<file path="config.mk">
export PLATFORM = sky130hd
export DESIGN_NAME = fetch_ctrl
export DESIGN_NICKNAME = d
export VERILOG_FILES = /design/src/rtl/fetch_pkg.sv /design/src/rtl/fetch_ctrl.sv
export SDC_FILE = /design/constraint.sdc
export NUM_CORES = 1
export LEC_CHECK = 0
export ABC_AREA = 1
export CELL_PAD_IN_SITES_DETAIL_PLACEMENT = 1
export CELL_PAD_IN_SITES_GLOBAL_PLACEMENT = 1
export CORE_MARGIN = 2
export CORE_UTILIZATION = 35
export CTS_CLUSTER_DIAMETER = 40
export DETAILED_ROUTE_END_ITERATION = 16
export GPL_TIMING_DRIVEN = 0
export PLACE_DENSITY = 0.85
export SYNTH_ARGS = -nofsm -noshare
export SYNTH_HDL_FRONTEND = slang
export SYNTH_SLANG_ARGS = --single-unit
</file>
<file path="constraint.sdc">
create_clock -name i_clk -period 3.3 [get_ports i_clk]
set_input_delay 0.33 -clock i_clk [delete_from_list [all_inputs] [get_ports i_clk]]
set_output_delay 0.33 -clock i_clk [all_outputs]
set_load 0.02 [all_outputs]
</file>
<file path="src/rtl/fetch_pkg.sv">
`default_nettype none
// ============================================================================
// Module      : fetch_pkg
// Description : Shared types and constants for the instruction-fetch control
//               block: FSM state encoding, PC increment and the NOP pattern
//               presented on the instruction bus when nothing is valid.
// Revision    : 1.0 - initial release
// ============================================================================
package fetch_pkg;

  // Fetch controller states, explicitly 2 bits wide.
  typedef enum logic [1:0] {
    S_FETCH = 2'd0,  // request outstanding at i_pc
    S_HOLD  = 2'd1,  // instruction captured, waiting for IF/ID to accept it
    S_DROP  = 2'd2   // redirected while a request was in flight; swallow its ack
  } state_e;

  localparam logic [31:0] PC_INC    = 32'd4;
  localparam logic [31:0] NOP_INSTR = 32'h0000_0013;

endpackage : fetch_pkg
`default_nettype wire

</file>
<file path="src/rtl/fetch_ctrl.sv">
`default_nettype none
// ============================================================================
// Module      : fetch_ctrl
// Description : Instruction-fetch controller. Drives the external pc register
//               (o_pc_en/o_pc_next), issues instruction-memory requests, holds
//               a fetched instruction under IF/ID back-pressure and discards
//               in-flight data after a branch/jump redirect.
// Ports       : i_clk, i_rst          - clock, synchronous active-high reset
//               i_pc                  - current PC from the pc register
//               o_pc_next, o_pc_en    - pc register next value / load enable
//               i_stall               - IF/ID back-pressure
//               i_redirect(_pc)       - redirect request and target
//               o_imem_req/_addr      - instruction-memory request
//               i_imem_ack/_rdata     - single-cycle ack and read data
//               o_instr/_pc/_vld      - instruction delivered to IF/ID
//               o_fetch_cnt           - count of accepted instructions
// Revision    : 1.0 - initial release
// ============================================================================
module fetch_ctrl
  import fetch_pkg::*;
#(
  parameter logic [31:0] RESET_PC = 32'h0000_0000
) (
  input  logic        i_clk,
  input  logic        i_rst,
  input  logic [31:0] i_pc,
  output logic [31:0] o_pc_next,
  output logic        o_pc_en,
  input  logic        i_stall,
  input  logic        i_redirect,
  input  logic [31:0] i_redirect_pc,
  output logic        o_imem_req,
  output logic [31:0] o_imem_addr,
  input  logic        i_imem_ack,
  input  logic [31:0] i_imem_rdata,
  output logic [31:0] o_instr,
  output logic [31:0] o_instr_pc,
  output logic        o_instr_vld,
  output logic [31:0] o_fetch_cnt
);

  state_e      state_q, state_d;
  logic [31:0] addr_q, addr_d;
  logic [31:0] hold_instr_q, hold_instr_d;
  logic [31:0] hold_pc_q, hold_pc_d;
  logic [31:0] fetch_cnt_q, fetch_cnt_d;

  // Redirect targets are forced onto a word boundary.
  logic [31:0] redirect_tgt;
  assign redirect_tgt = i_redirect_pc & ~32'd3;

  // --------------------------------------------------------------------------
  // Next-state and output logic
  // --------------------------------------------------------------------------
  always_comb begin
    state_d      = state_q;
    addr_d       = addr_q;
    hold_instr_d = hold_instr_q;
    hold_pc_d    = hold_pc_q;
    o_pc_en      = 1'b0;
    o_pc_next    = i_pc;
    o_imem_req   = 1'b0;
    o_imem_addr  = addr_q;
    o_instr      = NOP_INSTR;
    o_instr_pc   = i_pc;
    o_instr_vld  = 1'b0;

    if (i_rst) begin
      state_d      = S_FETCH;
      addr_d       = '0;
      hold_instr_d = '0;
      hold_pc_d    = '0;
      o_pc_en      = 1'b1;
      o_pc_next    = RESET_PC;
    end else begin
      unique case (state_q)
        S_FETCH: begin
          o_imem_req  = 1'b1;
          o_imem_addr = i_pc;
          // Remember the address in flight so S_DROP can keep presenting it
          // unchanged after the pc register has moved to the redirect target.
          addr_d      = i_pc;
          if (i_redirect) begin
            o_pc_en   = 1'b1;
            o_pc_next = redirect_tgt;
            // With the ack in this cycle nothing remains outstanding.
            state_d   = i_imem_ack ? S_FETCH : S_DROP;
          end else if (i_imem_ack) begin
            o_instr_vld = 1'b1;
            o_instr     = i_imem_rdata;
            o_instr_pc  = i_pc;
            if (i_stall) begin
              hold_instr_d = i_imem_rdata;
              hold_pc_d    = i_pc;
              state_d      = S_HOLD;
            end else begin
              o_pc_en   = 1'b1;
              o_pc_next = i_pc + PC_INC;
            end
          end
        end

        S_HOLD: begin
          if (i_redirect) begin
            o_pc_en      = 1'b1;
            o_pc_next    = redirect_tgt;
            hold_instr_d = '0;
            hold_pc_d    = '0;
            state_d      = S_FETCH;
          end else begin
            o_instr_vld = 1'b1;
            o_instr     = hold_instr_q;
            o_instr_pc  = hold_pc_q;
            if (!i_stall) begin
              o_pc_en   = 1'b1;
              o_pc_next = i_pc + PC_INC;
              state_d   = S_FETCH;
            end
          end
        end

        S_DROP: begin
          o_imem_req  = 1'b1;
          o_imem_addr = addr_q;
          if (i_redirect) begin
            o_pc_en   = 1'b1;
            o_pc_next = redirect_tgt;
          end else if (i_imem_ack) begin
            state_d = S_FETCH;
          end
        end

        default: begin
          state_d = S_FETCH;
        end
      endcase
    end
  end

  // Only instructions actually taken by IF/ID are counted; a redirect already
  // forces o_instr_vld low.
  always_comb begin
    fetch_cnt_d = fetch_cnt_q;
    if (o_instr_vld && !i_stall) begin
      fetch_cnt_d = fetch_cnt_q + 32'd1;
    end
  end

  // --------------------------------------------------------------------------
  // State registers
  // --------------------------------------------------------------------------
  always_ff @(posedge i_clk) begin
    if (i_rst) begin
      state_q      <= S_FETCH;
      addr_q       <= '0;
      hold_instr_q <= '0;
      hold_pc_q    <= '0;
      fetch_cnt_q  <= '0;
    end else begin
      state_q      <= state_d;
      addr_q       <= addr_d;
      hold_instr_q <= hold_instr_d;
      hold_pc_q    <= hold_pc_d;
      fetch_cnt_q  <= fetch_cnt_d;
    end
  end

  assign o_fetch_cnt = fetch_cnt_q;

endmodule : fetch_ctrl
`default_nettype wire

</file>
==> impl_metrics.json <==
{
  "outcome": "completed",
  "wl_per_cell_um": 21.3,
  "post_synth_mux_area_share": 0,
  "async_reset_ff_frac": 0,
  "fin_skew_ns": 0.0141,
  "grt_start_max_net_pins": 17,
  "worst_slew_margin_relative_to_its_limit": 0.362,
  "final.period_utilization": 0.990,
  "buffer_ports.inserted": 249,
  "share_clk_of_total_power": 0.393,
  "drt.antenna.violating_nets": 0,
  "start_util": 0.357,
  "grt.overflow.total": 0,
  "timing_max_transition_violations_final": 0,
  "ir_worst_vdd_mv": 0.192,
  "synth.most_common_cell": "sky130_fd_sc_hd__nand2_1",
  "die_area_um2": 27100,
  "clkLatencyLatePin_ns": 0.44,
  "core_area_um2": 25300,
  "routed_wl_um": 45600,
  "parity_gate_share_of_the_synthesized_area_counting_xor_and_xnor_cells": 0.0155,
  "ys.flop_type": "sky130_fd_sc_hd__dfxtp_1",
  "p_sw_frac": 0.348,
  "area.sequential_um2": 2600,
  "finalCriticalPeriod_ns": 3.27,
  "power_share_of_the_sequential_group": 0.345,
  "synth_fp_nets": 1630,
  "power.density_cell_area_nw_per_um2": 384,
  "maxCapViolations": 0,
  "final_hold_viol_count": 0,
  "critical-path-slowest-cell": "sky130_fd_sc_hd__clkdlybuf4s50_1",
  "synth_cell_types": 34,
  "globalRouteTotalUtil": 0.331,
  "worst-path-max-fanout": 10,
  "postLayoutCellArea_um2": 12700,
  "drt_drc_violations_left": 0,
  "achievable-frequency_mhz": 306,
  "gp_congestion": 0.971,
  "cts_max_path_buffers": 2,
  "hold_path_class": "input pin to flop",
  "area_delta_synth_final_pct": 40.7,
  "post_synthesis_compound_gate_area_fraction": 0.242,
  "critPathKind": "input pin to output pin",
  "setup_violations": 0,
  "post_synth_inst_count": 1527,
  "placed_cell_area_um2": 11900,
  "layout-drive-gt1-share": 0.0662,
  "ys_top_cells_by_area": "sky130_fd_sc_hd__dfxtp_1 29%, sky130_fd_sc_hd__nand2_1 14%, sky130_fd_sc_hd__nor2_1 10%",
  "worst-endpoint-arrival_ns": 2.94,
  "cts-htree-levels": 4,
  "clock_sinks": 130,
  "pleak_nw": 5.10,
  "slowest_delay_ns": 0.67,
  "layout.nets": 1904,
  "crit_path_cell_trace": "clkdlybuf4s50_1, inv_2, clkbuf_1, o21ai_0, nor3_1, clkdlybuf4s50_1",
  "crit_path_frequent_cell": "sky130_fd_sc_hd__clkdlybuf4s50_1",
  "grt_pass1_vias": 12400,
  "vias": 12100,
  "synthAdderAreaFrac": 0.00277,
  "drt_iter0_drcs": 991,
  "synth.cells.most_frequent": "344 x sky130_fd_sc_hd__nand2_1, 249 x sky130_fd_sc_hd__nor2_1, 181 x sky130_fd_sc_hd__a21oi_1, 130 x sky130_fd_sc_hd__dfxtp_1, 124 x sky130_fd_sc_hd__nand3_1",
  "io_pins": 264,
  "synth-seq-cells": 130,
  "cp-end-kind": "output pin",
  "worst_slew_pin_slew_ns": 0.956,
  "netlist_area_um2": 9020,
  "floorplan.die.height_um": 165,
  "fp.dieW_um": 165,
  "synth_enable_flop_cells": 0,
  "cts_inserted_buffers": 17,
  "synth_area_leader_cell": "sky130_fd_sc_hd__dfxtp_1",
  "filler_cell_count": 3457,
  "grt_first_pass_wirelength_um": 68900,
  "drtPass1Iterations": 5,
  "power.net_switching_mw": 1.69,
  "dp_hpwl_um": 33900,
  "fp-row-count": 58,
  "cts.reportedPaths.clkPinSlew_ns": 0.06,
  "setup.worst_path.start_class": "input pin",
  "grt_antenna_before_repair": 3,
  "cts_root_buf": "sky130_fd_sc_hd__clkbuf_16",
  "cp_data_required_time_ns": 2.97,
  "cts_tree": "done",
  "share_comb_of_total_power": 0.262,
  "syn_avg_cell_area_um2": 5.91,
  "rsz0062_at_grt": "no",
  "fraction_of_the_mapped_netlist_area_in_simple_logic_gates": 0.355,
  "main_combinational_cell_family_by_area_after_synthesis": "simple AND/OR/NAND/NOR gates",
  "synth_seq_area_share": 0.289,
  "yosys_warnings": 0,
  "power_report.internal_total_mw": 3.17,
  "synth.top_cell.area_share": 0.289,
  "routed_via_density": 5.66,
  "instances_no_fill": 2145,
  "dp.cells": 2106,
  "multi_input_comb_area_um2": 5640
}
==> path summary, 6_finish.rpt <==
path                            slack, ns  cells past startpoint                      start                         to
worst max register to register       0.85                     10    state_q[0]$_SDFFE_PP0P_  hold_pc_q[2]$_SDFFE_PP0P_
worst min-delay path                 0.30                      3                    i_pc[5]  hold_pc_q[5]$_SDFFE_PP0P_
worst max-delay path                 0.03                      6                      i_rst               o_pc_next[2]
worst min register to register       0.47                      2  hold_pc_q[6]$_SDFFE_PP0P_  hold_pc_q[6]$_SDFFE_PP0P_
==> worst max-delay path, delay by kind of cell <==
kind / cells / cell delay [ns]
buffers and inverters: 4 / 2.05
AND/OR/NAND/NOR: 1 / 0.34
AO/OA/AOI/OAI: 1 / 0.21
==> layout make-up <==
type	count	area share
Antenna cell	1	0.000197
Buffer	101	0.0358
Clock buffer	19	0.0341
Clock inverter	13	0.0102
Inverter	116	0.0348
Multi-Input combinational cell	1180	0.445
Sequential cell	130	0.205
Tap cell	330	0.0325
Timing Repair Buffer	255	0.202
==> per-layer routing <==
metal / vias to the layer above / routed length (um) / global-route usage / part of all wire
met5: - / 36 / 0 / 0.00079
met2: 589 / 20900 / 0.549 / 0.46
met4: 4 / 1750 / 0.148 / 0.038
met3: 119 / 3970 / 0.0703 / 0.087
met1: 5786 / 18900 / 0.412 / 0.42
li1: 5645 / - / - / -
==> registers in the layout, indices dropped and copies added (netlist names) <==
signal	flops
hold_pc_q	32
state_q	2
addr_q	32
o_fetch_cnt	32
hold_instr_q	32
==> power groups by stage <==
stage	clock network (mW)	logic, mW	registers, mW
3_3_place_gp	0	1.22	1.71
4_1_cts	1.93	1.26	1.68
2_1_floorplan	0	0.646	1.70
5_1_grt	1.99	1.37	1.69
3_5_place_dp	0	1.25	1.71
6_report	1.91	1.28	1.68
==> timing repair <==
| item | 4_1_cts | 5_1_grt |
|---|---|---|
| buffers inserted | 6 | 0 |
| setup endpoints to repair | 98 | 56 |
| pin swaps | 3 | 0 |
| gates cloned | 0 | 0 |
| gates resized for setup | 38 | 37 |
| hold buffers | 0 | 0 |
==> metrics by stage <==
step | TNS [ns] | hold slack [ns] | power, mW | util | worst slack (ns)
after floorplan | 0 | 0.440 | 2.35 | - | 1.24
final | 0 | 0.304 | 4.87 | 0.502 | 0.0345
after CTS | 0 | 0.287 | 4.86 | 0.499 | 0.00226
after global placement | -9.14 | 0.450 | 2.93 | 0.472 | -0.507
after detailed placement | -11.21 | 0.458 | 2.96 | 0.472 | -0.492
after global routing | 0 | 0.319 | 5.05 | 0.502 | 0.0134
==> layout by cell type (no fill, tap or decap), types with 3 or more instances in the layout <==
cell type,synthesis,layout
sky130_fd_sc_hd__nand4_1,16,16
sky130_fd_sc_hd__xor2_1,13,13
sky130_fd_sc_hd__nand2_1,344,343
sky130_fd_sc_hd__a211oi_1,22,21
sky130_fd_sc_hd__inv_6,0,4
sky130_fd_sc_hd__clkinvlp_4,0,4
sky130_fd_sc_hd__clkbuf_1,70,60
sky130_fd_sc_hd__dlymetal6s2s_1,0,13
sky130_fd_sc_hd__a21oi_1,181,179
sky130_fd_sc_hd__nand3b_1,5,5
sky130_fd_sc_hd__clkbuf_2,1,13
sky130_fd_sc_hd__o21bai_1,3,3
sky130_fd_sc_hd__buf_2,20,20
sky130_fd_sc_hd__nand3_1,124,122
sky130_fd_sc_hd__inv_2,7,6
sky130_fd_sc_hd__o22ai_1,3,3
sky130_fd_sc_hd__buf_4,8,13
sky130_fd_sc_hd__nand2_2,3,4
sky130_fd_sc_hd__nor2_4,4,11
sky130_fd_sc_hd__a31oi_1,3,3
sky130_fd_sc_hd__a22oi_1,29,29
sky130_fd_sc_hd__xnor2_1,3,3
sky130_fd_sc_hd__clkdlybuf4s50_1,0,225
sky130_fd_sc_hd__nor3_1,18,18
sky130_fd_sc_hd__o21ai_0,122,122
sky130_fd_sc_hd__nor2_2,6,11
sky130_fd_sc_hd__o211ai_1,17,17
sky130_fd_sc_hd__inv_1,106,106
sky130_fd_sc_hd__nor2_1,249,237
sky130_fd_sc_hd__clkbuf_16,0,17
sky130_fd_sc_hd__o221ai_1,8,8
sky130_fd_sc_hd__dfxtp_1,130,129
sky130_fd_sc_hd__dlygate4sd2_1,0,11
==> kinds of logic (layout without fill, tap and decap cells) <==
family | Yosys count | in the layout
simple gates | 771 | 771
compound gates | 391 | 391
buf+inv | 217 | 504
flops | 130 | 130
xor+xnor | 16 | 16
fa+ha+maj | 2 | 2
other cells | 0 | 1
Power figures use the tool's default switching activity.
